==> config.mk <==
export PLATFORM = sky130hd
export DESIGN_NAME = fop_share_arbiter
export DESIGN_NICKNAME = d
export VERILOG_FILES = /design/src/rtl/fop_share_arbiter.sv
export SDC_FILE = /design/constraint.sdc
export NUM_CORES = 1
export LEC_CHECK = 0
export CORE_MARGIN = 8
export CORE_UTILIZATION = 35
export DETAILED_ROUTE_END_ITERATION = 12
export GPL_ROUTABILITY_DRIVEN = 1
export PLACE_DENSITY = 0.88
export SYNTH_ARGS = -nofsm -noshare
export SYNTH_HDL_FRONTEND = slang
export SYNTH_SLANG_ARGS = --single-unit
==> constraint.sdc <==
create_clock -name clk -period 2.3 [get_ports clk]
set_clock_uncertainty 0.05 [all_clocks]
set_input_delay 0.345 -clock clk [delete_from_list [all_inputs] [get_ports clk]]
set_output_delay 0.345 -clock clk [all_outputs]
set_load 0.03 [all_outputs]
==> src/rtl/fop_share_arbiter.sv <==
// -----------------------------------------------------------------------------
// fop_share_arbiter
//
// Shares one pipelined FloPoCo-style operator core (ports clk/ce/X/Y/R) between
// N_CLIENTS datapath requesters. It grants one request per cycle in round-robin
// order and registers the granted operands into the core. The client ID rides
// alongside the core in a ce-gated tag pipe. Each result is returned as a
// registered one-cycle pulse to the client that issued it.
//
// Parameters
//   PRECISION  operand/result width in bits
//   N_CLIENTS  number of requesters (2..16)
//   LATENCY    core pipeline depth in ce-enabled edges (1..8); must match core
//
// Ports
//   clk        rising-edge clock
//   reset      synchronous, active-high reset
//   req        per-client request, held high until granted
//   req_x/y    client i operands at bits [i*PRECISION +: PRECISION]
//   grant      combinational one-hot grant; operands sampled on the next edge
//   op_x/y     registered operands to the core
//   op_ce      core clock enable, high only while something is in flight
//   op_r       core result
//   rsp_valid  one-cycle pulse to the originating client
//   rsp_r      registered result, valid while any rsp_valid bit is high
//
// Optional feature (macro FOP_SHARE_ARB_STATS_EN)
//   contention_cnt  saturating count of cycles with two or more requests
// -----------------------------------------------------------------------------
module fop_share_arbiter #(
   parameter int PRECISION = 16,
   parameter int N_CLIENTS = 4,
   parameter int LATENCY   = 2
) (
   input  logic                           clk,
   input  logic                           reset,
   input  logic [N_CLIENTS-1:0]           req,
   input  logic [N_CLIENTS*PRECISION-1:0] req_x,
   input  logic [N_CLIENTS*PRECISION-1:0] req_y,
   output logic [N_CLIENTS-1:0]           grant,
   output logic [PRECISION-1:0]           op_x,
   output logic [PRECISION-1:0]           op_y,
   output logic                           op_ce,
   input  logic [PRECISION-1:0]           op_r,
   output logic [N_CLIENTS-1:0]           rsp_valid,
   output logic [PRECISION-1:0]           rsp_r
`ifdef FOP_SHARE_ARB_STATS_EN
   ,
   output logic [31:0]                    contention_cnt
`endif
);

   localparam int ID_W = $clog2(N_CLIENTS);

   // Tag stages 1..LATENCY-1 live in bits [LATENCY-2:0]; bit LATENCY-1 is the
   // final stage whose result is on op_r.
   localparam logic [LATENCY-1:0] MID_MASK = {LATENCY{1'b1}} >> 1;

   logic [ID_W-1:0]    ptr;
   logic [ID_W-1:0]    gnt_id;
   logic [ID_W-1:0]    ptr_next;
   logic               gnt_found;
   logic               gnt_valid;

   logic               issue_v;
   logic [ID_W-1:0]    issue_id;

   logic [LATENCY-1:0] tag_v;
   logic [ID_W-1:0]    tag_id [LATENCY];

   // ---------------------------------------------------------------------------
   // Round-robin search starting at ptr, wrapping modulo N_CLIENTS.
   // ---------------------------------------------------------------------------
   always_comb begin
      // NOTE: every variable written here gets a default first so no path can
      // leave it unassigned and infer a latch.
      gnt_found = 1'b0;
      gnt_id    = '0;
      for (int k = 0; k < N_CLIENTS; k++) begin
         logic [ID_W-1:0] idx;
         idx = ID_W'((int'(ptr) + k) % N_CLIENTS);
         if (!gnt_found && req[idx]) begin
            gnt_found = 1'b1;
            gnt_id    = idx;
         end
      end
   end

   assign gnt_valid = gnt_found & ~reset;
   assign grant     = gnt_valid ? (N_CLIENTS'(1) << gnt_id) : '0;
   assign ptr_next  = (gnt_id == ID_W'(N_CLIENTS - 1)) ? '0 : gnt_id + 1'b1;

   // The core only advances while an op sits in the issue register or in a tag
   // stage short of the last; reset freezes it so dropped ops go nowhere.
   assign op_ce = (issue_v | (|(tag_v & MID_MASK))) & ~reset;

   // ---------------------------------------------------------------------------
   // Issue stage: operands and owner ID for the core.
   // ---------------------------------------------------------------------------
   always_ff @(posedge clk) begin
      // NOTE: state is written with non-blocking assignments so every register
      // samples pre-edge values regardless of statement order.
      if (reset) begin
         ptr      <= '0;
         op_x     <= '0;
         op_y     <= '0;
         issue_v  <= 1'b0;
         issue_id <= '0;
      end else begin
         issue_v <= gnt_valid;
         if (gnt_valid) begin
            ptr      <= ptr_next;
            op_x     <= req_x[gnt_id*PRECISION +: PRECISION];
            op_y     <= req_y[gnt_id*PRECISION +: PRECISION];
            issue_id <= gnt_id;
         end
      end
   end

   // ---------------------------------------------------------------------------
   // Tag pipe valids: shift in lockstep with the core. The final stage is
   // consumed by the response register even on edges where the core is frozen;
   // then the middle stages are already empty, so masking them keeps only the
   // clear of the last stage.
   // ---------------------------------------------------------------------------
   always_ff @(posedge clk) begin
      if (reset) begin
         tag_v <= '0;
      end else if (op_ce) begin
         tag_v <= (tag_v << 1) | LATENCY'(issue_v);
      end else begin
         tag_v <= tag_v & MID_MASK;
      end
   end

   // NOTE: the ID storage needs no reset; an ID is only ever read while its
   // matching valid bit, which is reset, is set.
   always_ff @(posedge clk) begin
      if (op_ce) begin
         tag_id[0] <= issue_id;
         for (int s = 1; s < LATENCY; s++) begin
            tag_id[s] <= tag_id[s-1];
         end
      end
   end

   // ---------------------------------------------------------------------------
   // Response register: result and one-hot owner pulse.
   // ---------------------------------------------------------------------------
   always_ff @(posedge clk) begin
      if (reset) begin
         rsp_valid <= '0;
         rsp_r     <= '0;
      end else if (tag_v[LATENCY-1]) begin
         rsp_valid <= N_CLIENTS'(1) << tag_id[LATENCY-1];
         rsp_r     <= op_r;
      end else begin
         rsp_valid <= '0;
      end
   end

`ifdef FOP_SHARE_ARB_STATS_EN
   // Cycles with two or more simultaneous requests, saturating at all-ones.
   always_ff @(posedge clk) begin
      if (reset) begin
         contention_cnt <= '0;
      end else if (($countones(req) >= 2) && (contention_cnt != '1)) begin
         contention_cnt <= contention_cnt + 32'd1;
      end
   end
`endif

endmodule
Word level (Yosys, flattened, before mapping)
Memories as Yosys holds them, arrays and structs flattened.
Index checks and enable logic that the tools add are counted.
Operators by class
  multiplexer cells: 20
  shift-type cells: 4
  bitwise operators: 7
  $add $sub $neg: 4
  equal/unequal tests: 1
  magnitude comparators: 4
  multipliers: 0
  div/mod/pow operators: 0
  reductions and logical operators: 8
Operators with widths (number)
  $shiftx A64 B7 Y16: 2
  $lt A2 B3 Y1 const B: 4
  $mux W1: 10
  $mux W2: 5
  $bmux W1 S2: 4
  $shl A1 B2 Y4 const A: 2
  $add A2 B1 Y2 const B: 2
  $add A2 B2 Y2 const B: 2
  $mux W4: 1
  $reduce_or A2 Y1: 2
  $logic_and A1 B1 Y1: 3
  $logic_not A1 Y1: 3
  $not A1 Y1: 3
  $and A1 B1 Y1: 2
  $eq A2 B2 Y1 const B: 1
  $or A2 B1 Y2: 1
  $or A1 B1 Y1: 1
Storage, ports and cells
  bits in registers: 59
  word-level logic and storage cells: 58
  bits in latches: 0
  memories kept: 1
  ROM bits: 0
  bits of input ports: 150
  memory bits (writable): 4
Memories
  tag_id: depth 2, width 2, read ports 2, clocked after memory_dff 0, write ports 2, RTL line 69  | logic [ID_W-1:0] tag_id [LATENCY];

Logic depth before layout (Yosys ltp)
  depth in word-level cells: 14
  gate-level depth with buffers: 7
  depth with buffers taken out: 5

Worst setup path after synthesis
No wires, ideal clock.
  kind: register to output
  start: register ptr[1]
  end: output port grant[1]
  path buffers: 2
  setup slack: -0.014 ns
  arrival time: 1.919 ns
  data required time: 1.905 ns
  stages on the path, launching flop included: 6
  cell sequence: dfxtp_1 > a21oi_1 > o32a_1 > clkbuf_1 > clkbuf_1 > nor3_1
Between the ends
  cells in the longest elaborated chain, start to end: 14
  elaborated cells on any way between the ends: 28
  classes of those cells: 3 x add/sub; 1 x shift; 17 x mux; 1 x bitwise; 6 x reduce/logical
Ends and longest elaborated chain
  start: declaration: RTL line 59  | logic [ID_W-1:0] ptr;
  start signal: assignment: RTL line 112  | ptr <= ptr_next;
  branches (longest 13 deep; another with $add A2 B1 Y2)
  $mux W4 (*): RTL line 90  | assign grant = gnt_valid ? (N_CLIENTS'(1) << gnt_id) : '0;
  end: declaration: RTL line 40  | output logic [N_CLIENTS-1:0] grant,
Every way passes the cells marked *. The select of a mux whose other input is x is not followed.

Worst setup path in the final report
  start: input port req[2]
  end: output port grant[2]
Between the ends
  cells in the longest elaborated chain, start to end: 14
  elaborated cells on any way between the ends: 25
  classes of those cells: 1 x shift; 17 x mux; 1 x bitwise; 6 x reduce/logical
Ends and longest elaborated chain
  start: declaration: RTL line 37  | input logic [N_CLIENTS-1:0] req,
  $bmux W1 S2: RTL line 82  | if (!gnt_found && req[idx]) begin
  $mux W1 (not written as such): RTL line 82
  $mux W1: RTL line 82
  $logic_not A1 Y1: RTL line 82
  $logic_and A1 B1 Y1: RTL line 82
  $mux W1: RTL line 82
  $logic_not A1 Y1: RTL line 82
  $logic_and A1 B1 Y1: RTL line 82
  $mux W1: RTL line 82
  $logic_not A1 Y1: RTL line 82
  $logic_and A1 B1 Y1: RTL line 82
  $mux W2 / $mux W1 (equally long branches): RTL line 82
  $shl A1 B2 Y4 / $and A1 B1 Y1 (equally long branches): RTL line 90, 89
  $mux W4 (*): RTL line 90
Mark *: on every way between the ends. The rest lies on a longest branch, timed or not. The select of a mux whose other input is x is not followed.

==> out/qor.csv <==
stage,metric,value,unit
outcome,status,finished clean,
synth,synth_compound_area_frac,0.2454,
global_routing,grt_pass1_wl,20.55,mm
clocking,cts_tree,yes,
cells_and_area,fin_util,0.6395,
synth,synth_xor_xnor_area_share,0.002688,
sta,layout_worst_path_cycle_share,0.9840,
min_path,hold_depth,0,
sta,timing.slew.headroom,0.6810,
synth,async_reset_ff_frac,0,
synth,ys_seq_area_frac,0.3994,
power,cellLeakagePower,0.002278,uW
route,num_vias,3812,
clocking,cts_root_buf,clkbuf_8,
worst_setup_path,r2r_start,ptr[0],
clocking,h-tree-depth,3,
worst_setup_path,cp_slowest_stage_delay,0.44,ns
placement,dp_hpwl,9.992,mm
floorplan,die_y,112.5,um
route,vias_per_cell,5.525,
cells_and_area,fill_cells,725,
placement,place_congestion,0.8116,
cells_and_area,drive_gt1_frac,0.1105,
worst_setup_path,rrSetupSlack,0.13,ns
placement,portBuffers,206,
cells_and_area,layout_commonest_cell,clkdlybuf4s50_1,
worst_setup_path,crit_family,buffers and inverters,
sta,finalHoldViolCount,0,
cells_and_area,design_area,5853,um^2
clocking,numCtsBuffers,9,
floorplan,core_area,9153,um^2
worst_setup_path,crit_slowest_cell,clkdlybuf4s50_1,
sta,setup_viol,0,
worst_setup_path,timing.rr.end,op_x[8],
worst_setup_path,required,1.90,ns
global_routing,overflow,0,
floorplan,die_x,112.5,um
synth,avgSynthCellArea,8.806,um^2
clocking,cts_buffer_depth,2,
synth,yosys_warnings,0,
cells_and_area,mostFrequentLayoutCells,"clkdlybuf4s50_1, and3_1, a211oi_1, dfxtp_1, nand2_1",
run,drv_cap,0,
route,wl,13.40,mm
power,power,4649,uW
sta,worst_pin_slew,0.4779,ns
synth,synth_edf_count,4,
floorplan,initial_core_util,0.3560,
global_routing,grt_max_degree,65,
route,drcViolationCount,0,
synth,syn_nets,520,
worst_setup_path,path_class,primary input to output port,
power,peakVddDrop,0.3548,mV
sta,final_max_slew_viol_count,0,
clocking,cts_sinks,63,
global_routing,grt_usage,0.2034,
synth,syn_inst,370,
worst_setup_path,cp_max_fo,5,
synth,yosys.area.top_type,dfxtp_1,
synth,synthMuxAreaShare,0.04916,
clocking,clkSlewWorstSetupHoldPaths,0.07,ns
sta,fmax,0.4419,GHz
cells_and_area,area_delta_synth_final,79.65,%
route,wl_per_cell,19.41,um
min_path,min_to,tag_id[0][3],
cells_and_area,seqCellArea,1301,um^2
global_routing,grt_pass1_vias,4085,
sta,fin_ws,0.03682,ns
min_path,worstHoldStart,tag_id[0][1],
worst_setup_path,r2r_cells,7,
floorplan,die_area,12650,um^2
worst_setup_path,critPathBufInv,4,
worst_setup_path,endpoint_kind,output port,
floorplan,rows,35,
clocking,cts_hold_buf,0,
placement,placed_area,5520,um^2
sta,finalSetupTns,0,ns
route,drt_iter0_markers,204,
sta,rsz0062_at_grt,yes,
global_routing,antenna_found_initial,0,
cells_and_area,layout.nets,724,
cells_and_area,multi_input_area,1832,um^2
synth,synth_top_cell_area_share,0.3625,
placement,pre_cts_slack,-0.2568,ns
worst_setup_path,cp_cell_sequence,clkdlybuf4s50_1 -> buf_4 -> nor4_4 -> or2_4 -> inv_1 -> and3_1 -> buf_4,
synth,synthTopCellsByArea,"dfxtp_1, a211oi_1, and3_1",
worst_setup_path,crit_arrival,1.87,ns
route,drtPass1Iterations,4,
floorplan,pin_count,207,
sta,layout_min_cycle_time,2.263,ns
worst_setup_path,crit_top_cell,buf_4,
clocking,clk-insertion-delay-late,0.34,ns
synth,synth-main-ff-cell,dfxtp_1,
cells_and_area,antennaDiodeCount,0,
synth,synth_top_family_by_area,compound AO/OA/AOI/OAI gates,
worst_setup_path,start_kind,primary input,
power,p_per_area,794.2,nW/um^2
min_path,min_path_type,register to register,
synth,synth_fa_ha_area_frac,0,
synth,mappedNetlistArea,3258,um^2
synth,synth_seq_cells,63,
synth,synth_simple_gate_area_frac,0.2320,
route,ant_nets,0,
synth,synth.distinct_cells,33,
-- synthesized netlist by cell type, types with 4 or more instances --
cell type / n
and3_1: 66
nand2_1: 36
nor2_1: 23
clkbuf_1: 24
buf_6: 7
a211oi_1: 65
edfxtp_1: 4
nor2b_1: 5
dfxtp_1: 59
buf_4: 5
mux2i_1: 16
o31ai_1: 32
-- logic make-up after synthesis --
| family | after synthesis |
|---|---|
| compound gates | 106 |
| xor+xnor | 1 |
| buf+inv | 42 |
| flops | 63 |
| mux | 16 |
| simple gates | 142 |
-- timing repair --
action	in CTS	in global routing
hold endpoints to repair	0	0
setup buffers	4	0
setup endpoints to repair	4	14
pin swaps	2	3
resized for setup	6	12
-- power by group --
group | internal [uW] | switching [uW] | leakage (uW)
clock network | 580 | 492 | 0.000109
logic | 1020 | 1170 | 0.00164
registers | 1290 | 98.4 | 0.000526
total | 2890 | 1760 | 0.00228
-- registers in the layout (all words and copies together) (netlist names) --
| register | cells |
|---|---|
| issue_id | 2 |
| issue_v | 1 |
| op_x | 16 |
| op_y | 16 |
| ptr | 2 |
| rsp_r | 16 |
| rsp_valid | 4 |
| tag_id | 4 |
| tag_v | 2 |
-- metal layers --
layer,routed length [um],GRT usage,share of wire
met3,1089,0.08213,0.081
met4,467,0.09442,0.035
met5,0,0,0
met2,6971,0.3806,0.52
met1,4869,0.1890,0.36
-- layout make-up --
type / instances / area share
clock buffer: 10 / 0.02544
sequential: 63 / 0.2223
clock inverter: 6 / 0.01240
inverter: 2 / 0.001283
multi-input combinational: 265 / 0.3130
timing repair buffer: 233 / 0.4019
tap: 111 / 0.02373
-- worst max-delay path by stage --
| stage | startpoint | to | slack, ns | depth (start not counted) |
|---|---|---|---|---|
| finish | req[2] | grant[2] | 0.04 | 7 |
| CTS | req[3] | grant[0] | 0.003 | 7 |
| global route | req[2] | grant[2] | -0.02 | 7 |
| global placement | req[2] | op_x[7] | -0.19 | 8 |
| detailed placement | req[3] | op_y[5] | -0.26 | 8 |
| floorplan | reset | grant[3] | 0.007 | 5 |
-- metrics by stage --
step	hold slack, ns	std cells
floorplan	0.3503	370
global placement	0.3544	670
detailed placement	0.3635	670
CTS	0.3859	690
global route	0.3973	690
finish	0.3809	690
-- worst register-to-register path, cell delays in order (launching register included) --
cell	delay, ns
dfxtp_1	0.46
nor2b_4	0.08
or4_4	0.54
buf_12	0.20
nand2_2	0.15
buf_12	0.21
a211oi_1	0.13
o31ai_1	0.26
Power figures use the tool's default switching activity.
